File: src/rtl/wb_cpu_arbiter_if.sv
// Single Wishbone link (one master, one slave) as carried into and out of the CPU bus arbiter.
interface wb_cpu_arbiter_if;
    logic        cyc;
    logic        stb;
    logic        we;
    logic [31:2] addr;
    logic [2:0]  cti;
    logic [1:0]  bte;
    logic [3:0]  sel;
    logic [31:0] wdata;
    logic [31:0] rdata;
    logic        ack;
    logic        err;

    modport master (
        output cyc, stb, we, addr, cti, bte, sel, wdata,
        input  rdata, ack, err
    );

    modport slave (
        input  cyc, stb, we, addr, cti, bte, sel, wdata,
        output rdata, ack, err
    );
endinterface

File: src/rtl/wb_cpu_arbiter.sv
// Two-master Wishbone arbiter: instruction fetch (m0) and load/store (m1) share one slave port.
// Ownership lasts a whole cyc span, ties go round-robin, and a watchdog errors out stuck strobes.
module wb_cpu_arbiter #(
    parameter int unsigned TIMEOUT = 1023
) (
    input  logic             clk,
    input  logic             rst,
    wb_cpu_arbiter_if.slave  m0,
    wb_cpu_arbiter_if.slave  m1,
    wb_cpu_arbiter_if.master s,
    output logic             timeout
);
    // A zero TIMEOUT still needs a 1-bit counter so the declarations stay legal.
    localparam int unsigned    WdW    = (TIMEOUT > 0) ? $clog2(TIMEOUT + 1) : 1;
    localparam int unsigned    WdEnd  = (TIMEOUT > 0) ? TIMEOUT - 1 : 0;
    localparam logic [WdW-1:0] WdLast = WdW'(WdEnd);

    typedef enum logic [1:0] {StIdle, StGnt0, StGnt1} state_e;

    state_e         state_q, state_d;
    logic           last_q, last_d;
    logic [WdW-1:0] wd_q, wd_d;
    logic           gnt_stb;
    logic           arb_en;
    logic           fire;

    // Strobe of the current owner; the watchdog only runs while it is high.
    always_comb begin
        gnt_stb = 1'b0;
        unique case (state_q)
            StGnt0:  gnt_stb = m0.stb;
            StGnt1:  gnt_stb = m1.stb;
            default: gnt_stb = 1'b0;
        endcase
    end

    // A real ack/err in the expiry cycle takes precedence over the watchdog.
    assign fire    = (TIMEOUT != 0) && gnt_stb && !s.ack && !s.err && (wd_q == WdLast);
    assign timeout = fire;

    // Arbitrate from idle, or as soon as the owner ends its bus cycle (no idle gap on handover).
    always_comb begin
        state_d = state_q;
        last_d  = last_q;
        arb_en  = (state_q == StIdle) ||
                  (state_q == StGnt0 && !m0.cyc) ||
                  (state_q == StGnt1 && !m1.cyc);
        if (arb_en) begin
            if (m0.cyc && (!m1.cyc || last_q)) begin
                state_d = StGnt0;
                last_d  = 1'b0;
            end else if (m1.cyc) begin
                state_d = StGnt1;
                last_d  = 1'b1;
            end else begin
                state_d = StIdle;
            end
        end
    end

    // Watchdog counts consecutive unanswered strobe cycles.
    always_comb begin
        wd_d = wd_q + 1'b1;
        if ((TIMEOUT == 0) || !gnt_stb || s.ack || s.err || fire) begin
            wd_d = '0;
        end
    end

    // State, round-robin pointer and watchdog registers.
    always_ff @(posedge clk or negedge rst) begin
        if (!rst) begin
            state_q <= StIdle;
            last_q  <= 1'b1;
            wd_q    <= '0;
        end else begin
            state_q <= state_d;
            last_q  <= last_d;
            wd_q    <= wd_d;
        end
    end

    // Request mux towards the slave and response steering back to the owner only.
    always_comb begin
        s.cyc   = 1'b0;
        s.stb   = 1'b0;
        s.we    = 1'b0;
        s.addr  = '0;
        s.cti   = '0;
        s.bte   = '0;
        s.sel   = '0;
        s.wdata = '0;
        m0.ack  = 1'b0;
        m0.err  = 1'b0;
        m1.ack  = 1'b0;
        m1.err  = 1'b0;
        unique case (state_q)
            StGnt0: begin
                s.cyc   = m0.cyc;
                s.stb   = m0.stb;
                s.we    = m0.we;
                s.addr  = m0.addr;
                s.cti   = m0.cti;
                s.bte   = m0.bte;
                s.sel   = m0.sel;
                s.wdata = m0.wdata;
                m0.ack  = s.ack;
                m0.err  = s.err | fire;
            end
            StGnt1: begin
                s.cyc   = m1.cyc;
                s.stb   = m1.stb;
                s.we    = m1.we;
                s.addr  = m1.addr;
                s.cti   = m1.cti;
                s.bte   = m1.bte;
                s.sel   = m1.sel;
                s.wdata = m1.wdata;
                m1.ack  = s.ack;
                m1.err  = s.err | fire;
            end
            default: ;
        endcase
    end

    // Read data is broadcast; each master qualifies it with its own ack.
    assign m0.rdata = s.rdata;
    assign m1.rdata = s.rdata;
endmodule

File: src/flat_wrapper.sv
// flat-port wrapper written by rule: the top's interface ports become plain ports
module wb_cpu_arbiter_flat 
#(
    parameter int unsigned TIMEOUT = 1023
)
  (clk, rst, timeout, m0_cyc, m0_stb, m0_we, m0_addr, m0_cti, m0_bte, m0_sel, m0_wdata, m0_rdata, m0_ack, m0_err, m1_cyc, m1_stb, m1_we, m1_addr, m1_cti, m1_bte, m1_sel, m1_wdata, m1_rdata, m1_ack, m1_err, s_cyc, s_stb, s_we, s_addr, s_cti, s_bte, s_sel, s_wdata, s_rdata, s_ack, s_err);
  wb_cpu_arbiter_if m0_i ();
  wb_cpu_arbiter_if m1_i ();
  wb_cpu_arbiter_if s_i ();
  input  logic clk;
  input  logic rst;
  output logic timeout;
  input wire logic [$bits(m0_i.cyc)-1:0] m0_cyc;
  input wire logic [$bits(m0_i.stb)-1:0] m0_stb;
  input wire logic [$bits(m0_i.we)-1:0] m0_we;
  input wire logic [$bits(m0_i.addr)-1:0] m0_addr;
  input wire logic [$bits(m0_i.cti)-1:0] m0_cti;
  input wire logic [$bits(m0_i.bte)-1:0] m0_bte;
  input wire logic [$bits(m0_i.sel)-1:0] m0_sel;
  input wire logic [$bits(m0_i.wdata)-1:0] m0_wdata;
  output wire logic [$bits(m0_i.rdata)-1:0] m0_rdata;
  output wire logic [$bits(m0_i.ack)-1:0] m0_ack;
  output wire logic [$bits(m0_i.err)-1:0] m0_err;
  input wire logic [$bits(m1_i.cyc)-1:0] m1_cyc;
  input wire logic [$bits(m1_i.stb)-1:0] m1_stb;
  input wire logic [$bits(m1_i.we)-1:0] m1_we;
  input wire logic [$bits(m1_i.addr)-1:0] m1_addr;
  input wire logic [$bits(m1_i.cti)-1:0] m1_cti;
  input wire logic [$bits(m1_i.bte)-1:0] m1_bte;
  input wire logic [$bits(m1_i.sel)-1:0] m1_sel;
  input wire logic [$bits(m1_i.wdata)-1:0] m1_wdata;
  output wire logic [$bits(m1_i.rdata)-1:0] m1_rdata;
  output wire logic [$bits(m1_i.ack)-1:0] m1_ack;
  output wire logic [$bits(m1_i.err)-1:0] m1_err;
  output wire logic [$bits(s_i.cyc)-1:0] s_cyc;
  output wire logic [$bits(s_i.stb)-1:0] s_stb;
  output wire logic [$bits(s_i.we)-1:0] s_we;
  output wire logic [$bits(s_i.addr)-1:0] s_addr;
  output wire logic [$bits(s_i.cti)-1:0] s_cti;
  output wire logic [$bits(s_i.bte)-1:0] s_bte;
  output wire logic [$bits(s_i.sel)-1:0] s_sel;
  output wire logic [$bits(s_i.wdata)-1:0] s_wdata;
  input wire logic [$bits(s_i.rdata)-1:0] s_rdata;
  input wire logic [$bits(s_i.ack)-1:0] s_ack;
  input wire logic [$bits(s_i.err)-1:0] s_err;
  assign m0_i.cyc = m0_cyc;
  assign m0_i.stb = m0_stb;
  assign m0_i.we = m0_we;
  assign m0_i.addr = m0_addr;
  assign m0_i.cti = m0_cti;
  assign m0_i.bte = m0_bte;
  assign m0_i.sel = m0_sel;
  assign m0_i.wdata = m0_wdata;
  assign m0_rdata = m0_i.rdata;
  assign m0_ack = m0_i.ack;
  assign m0_err = m0_i.err;
  assign m1_i.cyc = m1_cyc;
  assign m1_i.stb = m1_stb;
  assign m1_i.we = m1_we;
  assign m1_i.addr = m1_addr;
  assign m1_i.cti = m1_cti;
  assign m1_i.bte = m1_bte;
  assign m1_i.sel = m1_sel;
  assign m1_i.wdata = m1_wdata;
  assign m1_rdata = m1_i.rdata;
  assign m1_ack = m1_i.ack;
  assign m1_err = m1_i.err;
  assign s_cyc = s_i.cyc;
  assign s_stb = s_i.stb;
  assign s_we = s_i.we;
  assign s_addr = s_i.addr;
  assign s_cti = s_i.cti;
  assign s_bte = s_i.bte;
  assign s_sel = s_i.sel;
  assign s_wdata = s_i.wdata;
  assign s_i.rdata = s_rdata;
  assign s_i.ack = s_ack;
  assign s_i.err = s_err;
  wb_cpu_arbiter #(.TIMEOUT(TIMEOUT)) u_core (.clk(clk), .rst(rst), .m0(m0_i), .m1(m1_i), .s(s_i), .timeout(timeout));
endmodule
File: config.mk
export PLATFORM = sky130hd
export DESIGN_NAME = wb_cpu_arbiter_flat
export DESIGN_NICKNAME = d
export VERILOG_FILES = /design/src/rtl/wb_cpu_arbiter_if.sv /design/src/rtl/wb_cpu_arbiter.sv /design/src/flat_wrapper.sv
export SDC_FILE = /design/constraint.sdc
export NUM_CORES = 1
export LEC_CHECK = 0
export ABC_AREA = 1
export CAP_MARGIN = 20
export CORE_AREA = 2 2 125 127
export CTS_CLUSTER_SIZE = 8
export DETAILED_ROUTE_END_ITERATION = 10
export DIE_AREA = 0 0 127 129
export MAX_ROUTING_LAYER = met4
export PLACE_DENSITY = 0.57
export SLEW_MARGIN = 30
export SYNTH_ARGS = -nofsm -noshare
export SYNTH_HDL_FRONTEND = slang
export SYNTH_SLANG_ARGS = --single-unit
export TNS_END_PERCENT = 30
File: constraint.sdc
create_clock -name clk -period 2.3 [get_ports clk]
set_clock_uncertainty 0.2 [all_clocks]
set_input_delay 0.575 -clock clk [delete_from_list [all_inputs] [get_ports clk]]
set_output_delay 0.575 -clock clk [all_outputs]
set_load 0.02 [all_outputs]
After elaboration in Yosys (flattened, before gate mapping). Cells that the tools add are included.

Bits in registers: 13. Latch bits: 0. RAM bits: 0. Memory bits (read-only): 0. Output and inout port bits: 143. Memories: 0.

$add $sub $neg: 1. Multiply operators: 0. Divide/modulo/power cells: 0. Order comparisons: 0. Equal/unequal tests: 3. Shifts and indexed selects: 0. Muxes and demuxes: 17. Bitwise logic cells: 1. Reduce and logical (&&, ||, !) cells: 20.

Operator list (count): 32-bit one-hot mux with 2 select lines (1); 30-bit one-hot mux with 2 select lines (1); 10-bit by 1-bit adder with 10-bit output (second input constant) (1); 10-bit equality test (second input constant) (1); 10-bit two-way mux (1); 4-bit one-hot mux with 2 select lines (1); 1-bit logical AND (6); 1-bit logical OR (6); 1-bit two-way mux (6); 1-bit one-hot mux with 2 select lines (3); 3-bit one-hot mux with 2 select lines (1); 1-bit zero test (5); 2-bit two-way mux (2); 2-bit one-hot mux with 2 select lines (1); 2-bit by 1-bit equality test with 1-bit output (second input constant) (1); 2-bit equality test (second input constant) (1); 2-bit zero test (1); 2-bit AND reduction (1); 2-bit nonzero test (1); 1-bit OR (1).

Depth between registers and ports, before layout. Gate-level depths: netlist (run 1).

Depth in word-level cells: 7. Depth in mapped cells: 8. Gate-level depth less buffers: 8.

Worst setup path before layout (run 1). No wires, ideal clock.

Path kind: register -> output. Start: reg u_core.state_q[1]. End: out m0_err. Data arrival time: 1419 ps. Data required time: 1525 ps. Path slack: 106 ps. Stages on the path, launching flop included: 9. Cell sequence: dfrtp_1 inv_1 ha_1 nand2_1 nand2_1 nand3_2 nor2_4 nor2_2 nor2_1.

Word-level cells in the longest chain between the ends: 7. Elaborated cells between the ends (all ways): 8.

Ends and longest elaborated chain: start: declaration (RTL line wb_cpu_arbiter.sv:20) `state_e state_q, state_d;`; start signal: assignment (RTL line wb_cpu_arbiter.sv:72) `state_q <= StIdle;`; start signal: assignment (RTL line wb_cpu_arbiter.sv:76) `state_q <= state_d;`; 2-bit equality test or 2-bit by 1-bit equality test with 1-bit output (tied branches) (RTL line wb_cpu_arbiter.sv:30) `unique case (state_q)`; 1-bit one-hot mux with 2 select lines (*) (RTL line wb_cpu_arbiter.sv:30); 1-bit logical AND (*) (3 in a row) (RTL line wb_cpu_arbiter.sv:38) `assign fire = (TIMEOUT != 0) && gnt_stb && !s.ack && !s.err && (wd_q == WdLast);`; net timeout (RTL line flat_wrapper.sv:12) `output logic timeout;`; 1-bit OR (*) (RTL line wb_cpu_arbiter.sv:107) `m0.err = s.err | fire;`; 1-bit two-way mux (*) (RTL line wb_cpu_arbiter.sv:96) `unique case (state_q)`; end: declaration (RTL line flat_wrapper.sv:23) `output wire logic [$bits(m0_i.err)-1:0] m0_err;`.

The timed path passes the listed nets; every way through them passes the cells marked *.

Worst setup path after layout (run 1).
Start: reg u_core.state_q[1]. End: out s_wdata[0].

Word-level cells in the longest chain between the ends: 2. Elaborated cells between the ends (all ways): 3.

Ends and longest elaborated chain: 2-bit equality test or 2-bit by 1-bit equality test with 1-bit output (tied branches) (RTL line wb_cpu_arbiter.sv:96); 32-bit one-hot mux with 2 select lines (*) (RTL line wb_cpu_arbiter.sv:96); end: declaration (RTL line flat_wrapper.sv:42) `output wire logic [$bits(s_i.wdata)-1:0] s_wdata;`.

Mark *: on every way between the ends. The rest lies on a longest branch, timed or not.

==> metrics, run 1 <==
crit path capture type output port; CP Launch Type flop; Final WS setup -0.2313 ns; Crit. Startpoint u_core.state_q[1]$_DFFE_PN0P_; LEAKAGE 2.425 nW; core area about 15000 um^2; net total in the final layout between 800 and 900; placed cells 784; Yosys top cell area share 27.63%; vias in the first global route 3225; Async SR Flop Fraction 100.0%; DP HPWL 9565 um; number of buffers created by CTS 3; Max-Cap Viols 0; WP buf/inv 6; Finished Layout Cells a little over 800; Required @ worst endpoint approximately 1.5 ns; Placed Area around 4600 um^2; Design Area, Final 5827 um^2; VDD IR max just under 700 uV; row count 45; YS warnings 0; Remaining Overflow, GRT 0; top cells by area, synth nand2_1 (28%), buf_4 (21%), a21oi_1 (16%); most used cell, CP buf_12; Worst EP arrival 1.76 ns; fmax ~0.40 GHz; Critical Path, Cell by Cell inv_2 -> ha_4 -> buf_12 -> buf_12 -> buf_16 -> buf_8 -> nand2_4 -> a21oi_2 -> buf_6; Hold Crit Class flop to flop; FF-to-FF path depth 11; synth-to-layout area growth 152.3%; Yosys reg bits 13; Tcrit/Tclk final 110.1%; crit path kind flop to output port; # setup viols final 76; n_diodes 0; syn nets 601; share of the yosys chip area belonging to registers 14.14%; failing checks negative setup slack; Top FF cell, synth dfrtp_1; CP max-delay cell dfrtp_1; Critical R2R Launch u_core.state_q[0]$_DFFE_PN0P_; Largest stage delay, worst path ~0.39 ns; Initial Util 15.42%; hold buffer count at CTS 0; Syn Inst Count 412; initial DRC count approximately 120; Clock Sink Count 13; RSZ-0062 raised after global routing true; TritonCTS clock tree built; routed vias 3415; DRC violations left 0; EDFF count, synth 0; antenna-violating nets left 0; most frequent cell after synthesis nand2_1; CP max FO 4; Die Y 129 um; Total GRT Usage 15.00%; mean routed wirelength per cell 17.08 um; leading area contributor after synthesis nand2_1; share of layout cells above drive strength 1 43.96%; Max Buffers Root-to-Sink 2; drt pass-1 iters 4; final wirelength ~14000 um; Post-synth top cells nand2_1 (170), a21oi_1 (76), buf_4 (66); DIE WIDTH 127 um; die area 16380 um^2; Crit path max-delay family buffers and inverters; end of the critical path s_wdata[0]; IO buf count 230; Synth cell types 26; I/O pins 327; first-pass GRT wire length about 19000 um; vias per inst 4.139; worst r2r dst u_core.state_q[1]$_DFFE_PN0P_; Hold Fails Final Rpt 0; worst slew pin tran slightly below 0.6 ns; GPL Wtd Cong around 0.79; clk root buf clkbuf_16; power density over the cells 1085 nW/um^2; clk_lat worst skew about 0.25 ns; htree depth 1; Crit. path cell count 9; setup slack, reg-to-reg roughly 0.16 ns; largest net degree at the start of global routing 29; antenna violations before repair 0; Rel. slew slack between 60% and 70%; outcome finished, violations left; fin crit period 2.531 ns; worst hold slack 0.2764 ns; Worst-path clk slew 0.04 ns; Cell Area, Synth ~2300 um^2; Max Slew Vio Count 0; Synth Area per Inst 5.606 um^2
-- final cells by class --
type	instances	area, um^2
timing repair buffer	308	3294
fill	1544	9150
tap	188	235.2
inverter	18	75.07
multi-input combinational	294	1817
clock buffer	4	78.83
sequential	13	326.6
-- state kept, by name, indices dropped and copies added, names as in the netlist --
register and cells:
u_core.last_q 1, u_core.state_q 2, u_core.wd_q 10
-- power by group --
| group | switching, mW | total (mW) | internal (mW) |
|---|---|---|---|
| Sequential | 0.0164 | 0.278 | 0.261 |
| Clock | 0.0979 | 0.332 | 0.234 |
| Combinational | 2.90 | 5.72 | 2.82 |
-- cell usage in the layout (no fill, tap or decap), drive strengths merged --
master,netlist,routed
a21oi,76,76
buf,79,152
bufbuf,0,1
clkbuf,8,8
clkdlybuf4s50,0,147
dfrtp,12,12
dfstp,1,1
dlygate4sd2,0,4
ha,5,5
inv,18,18
nand2,173,173
nand3,5,5
nand3b,1,1
nand4,1,1
nor2,24,24
nor3,2,2
o21ai,4,4
or2,1,1
xnor2,1,1
xor2,1,1
-- metrics by stage --
step	utilization [%]	setup WS [ns]	TNS [ns]	total power [mW]
CTS	33.63	-0.3008	-8.676	5.242
floorplan	-	0.1063	0	2.216
finish	38.91	-0.2313	-9.226	6.325
detailed placement	31.01	-0.6956	-30.06	4.065
global placement	31.01	-0.6877	-30.33	4.075
global route	38.91	-0.3112	-14.49	6.676
-- cells by family after synthesis --
family	count (synthesis)	synth area share [%]
flops	13	14.14
compound gates	80	17.33
simple gates	207	36.67
buf+inv	105	28.39
xor+xnor	2	0.7585
fa+ha+maj	5	2.709
-- worst register-to-register path, delay by kind of cell (launching register included) --
family | cells | cell delay (ns)
AO/OA/AOI/OAI | 3 | 0.34
adder cells (fa/ha/maj) | 1 | 0.18
buffers and inverters | 6 | 0.80
flip-flops | 1 | 0.38
AND/OR/NAND/NOR | 1 | 0.11
-- worst min-delay path by stage --
stage / start / endpoint / depth (start not counted)
after global placement: u_core.last_q$_DFFE_PN1P_ / u_core.last_q$_DFFE_PN1P_ / 2
after floorplan: rst / u_core.state_q[0]$_DFFE_PN0P_ / 0
after global routing: u_core.last_q$_DFFE_PN1P_ / u_core.last_q$_DFFE_PN1P_ / 2
final: u_core.last_q$_DFFE_PN1P_ / u_core.last_q$_DFFE_PN1P_ / 2
after detailed placement: u_core.last_q$_DFFE_PN1P_ / u_core.last_q$_DFFE_PN1P_ / 2
after CTS: u_core.last_q$_DFFE_PN1P_ / u_core.last_q$_DFFE_PN1P_ / 2
-- what timing repair did --
item                       in CTS  in global routing
gates resized for setup       448                142
hold endpoints to repair        0                  0
pin swaps                      22                 58
gates cloned                    7                  4
buffers inserted                9                 18
setup endpoints to repair      79                 78
-- per-layer routing --
| metal | vias to the layer above | global-route usage (%) | part of all wire [%] |
|---|---|---|---|
| met5 | - | - | 0 |
| met2 | 155 | 26.79 | 50 |
| met3 | 9 | 4.158 | 8.1 |
| met1 | 1566 | 17.36 | 41 |
| met4 | 0 | 1.681 | 0.81 |
| li1 | 1685 | - | - |
Note: power is estimated with default switching activity, not from simulation.
==> inputs of run 2 (changes only) <==
--- a/config.mk
+++ b/config.mk
@@ -11,6 +11,7 @@
 export CTS_CLUSTER_SIZE = 8
 export DETAILED_ROUTE_END_ITERATION = 10
 export DIE_AREA = 0 0 127 129
+export GPL_TIMING_DRIVEN = 0
 export MAX_ROUTING_LAYER = met4
 export PLACE_DENSITY = 0.57
 export SLEW_MARGIN = 30
==> run 2 against run 1 <==
The flow still finishes with violations (negative setup slack); combinational power is 23% lower; global-route usage is 0.52 points higher; highest routed layer unchanged; clock-buffer cell count stayed put; total power is 21% lower; sequential share of layout area hardly changed; hold slack worse by 0.010 ns; wire length is 0.31% higher; utilization is 0.31 points higher; fmax is 5.3% higher; first-iteration DRC count is 13% lower.
==> metrics, run 2 (same netlist as run 1, synthesis figures left out) <==
VDD IR max 371.2 uV; row count 45; mean routed wirelength per cell about 16 um; vias in the first global route 3327; LEAKAGE 2.479 nW; Required @ worst endpoint 1.52 ns; DP HPWL around 12000 um; commonest non-fill, non-tap cells in the layout clkdlybuf4s50_1 (211), nand2_1 (163), buf_4 (139); worst slew pin tran just over 0.6 ns; die area 16380 um^2; internal power 2.432 mW; share of layout cells above drive strength 1 33.75%; Initial Util approximately 15%; synth-to-layout area growth 154.3%; antenna violations before repair 0; final wirelength 14140 um; Rel. slew slack 58.27%; first-pass GRT wire length ~19000 um; setup slack, reg-to-reg 0.68 ns; Total GRT Usage 15.52%; Final WS setup -0.1029 ns; Setup TNS Final -3.136 ns; routed vias 3543; power share of the combinational group 88.0%; Max-Cap Viols 0; power density over the cells between 800 and 900 nW/um^2; Remaining Overflow, GRT 0; Hold Fails Final Rpt 0; IO buf count 294; # setup viols final 62; largest net degree at the start of global routing 14; Max Slew Vio Count 0; clk_lat worst skew roughly 0.24 ns; DIE WIDTH ~130 um; Worst-path clk slew around 0.040 ns; Tcrit/Tclk final 104.5%; Clock Sink Count 13; fin crit period between 2 and 2.5 ns; area taken by flip-flops and latches 326.6 um^2; final core occ 39.21%; number of buffers created by CTS 3; Max Buffers Root-to-Sink 2; clk root buf clkbuf_16; outcome finished, violations left; Top Registers u_core.wd_q (10), u_core.state_q (2), u_core.last_q (1); switch share 51.39%; Total Power 5.004 mW; Largest register FFs 10; CP max FO 10; initial DRC count 101; GPL Wtd Cong approximately 0.85; CP Launch Type flop; RSZ-0062 raised after global routing true; n_diodes 0; fmax 0.4162 GHz; Sequential Power Share between 5 and 6%; Psw 2.572 mW; worst hold slack 0.2661 ns; Worst EP arrival 1.63 ns; htree depth 1; core area 14980 um^2; crit path capture type output port; hold buffer count at CTS 0; Biggest register u_core.wd_q; clock network power share 6.5%; net total in the final layout 910; fill count roughly 1600; TritonCTS clock tree built; vias per inst 3.902; failing checks negative setup slack; multi-input logic area roughly 1500 um^2; Hold Crit Class flop to flop; crit path kind flop to output port; DRC violations left 0; drt pass-1 iters 4; Die Y around 130 um; I/O pins 327; most common cell after layout, fill and taps aside clkdlybuf4s50_1; antenna-violating nets left 0
-- run 2: cell type report --
class	instances	share of cell area, %
sequential	13	5.560
clock buffer	4	1.342
buffer	87	13.17
multi-input combinational	294	26.01
timing repair buffer	304	48.64
inverter	18	1.278
tap	188	4.005
-- run 2: timing repair --
action | 4_1_cts | 5_1_grt
setup endpoints to repair | 79 | 79
buffers inserted | 7 | 3
gates resized for setup | 480 | 50
hold endpoints to repair | 0 | 0
gates cloned | 0 | 0
pin swaps | 8 | 12
-- run 2: final timing paths --
check | start | end | cells past startpoint
max in group asynchronous | rst | u_core.wd_q[9]$_DFF_PN0_ | 1
min in group asynchronous | rst | u_core.wd_q[6]$_DFF_PN0_ | 1
hold reg to reg | u_core.last_q$_DFFE_PN1P_ | u_core.last_q$_DFFE_PN1P_ | 2
setup reg to reg | u_core.state_q[1]$_DFFE_PN0P_ | u_core.wd_q[8]$_DFF_PN0_ | 9
setup / recovery | u_core.state_q[1]$_DFFE_PN0P_ | s_addr[28] | 7
hold / removal | u_core.last_q$_DFFE_PN1P_ | u_core.last_q$_DFFE_PN1P_ | 2
-- run 2: power by group through the flow --
stage	Sequential (mW)	Clock, mW	Combinational (mW)
final	0.277	0.323	4.40
after global routing	0.280	0.347	4.70
after CTS	0.277	0.332	4.23
after detailed placement	0.279	0	3.77
after global placement	0.278	0	3.78
after floorplan	0.275	0	1.94
-- run 2: per-stage QoR --
step,worst slack (ns),std cells,cell area (um^2)
finish,-0.1029,908,5873
CTS,-0.1304,905,5683
global route,-0.1761,908,5873
global placement,-0.7696,894,5488
floorplan,0.1063,412,2310
detailed placement,-0.7614,894,5488
-- run 2: critical path, cell delays in order (launching register included) --
cell,delay [ns]
dfrtp_1,0.39
inv_2,0.11
ha_4,0.18
buf_12,0.15
buf_6,0.15
nand2_1,0.09
a21oi_2,0.15
buf_4,0.16
-- run 2: routing by layer --
metal,GRT usage (%),vias to the layer above,wire (um)
met1,18.73,1566,5836
met4,1.551,0,52
li1,-,1846,-
met3,2.620,4,863
met5,-,-,0
met2,28.12,127,7385
==> inputs of run 3 (changes only) <==
--- a/config.mk
+++ b/config.mk
@@ -11,7 +11,6 @@
 export CTS_CLUSTER_SIZE = 8
 export DETAILED_ROUTE_END_ITERATION = 10
 export DIE_AREA = 0 0 127 129
-export GPL_TIMING_DRIVEN = 0
 export MAX_ROUTING_LAYER = met4
 export PLACE_DENSITY = 0.57
 export SLEW_MARGIN = 30
==> results of run 3 <==
Same layout as run 1: the final DEF is identical, and so are final timing and power.
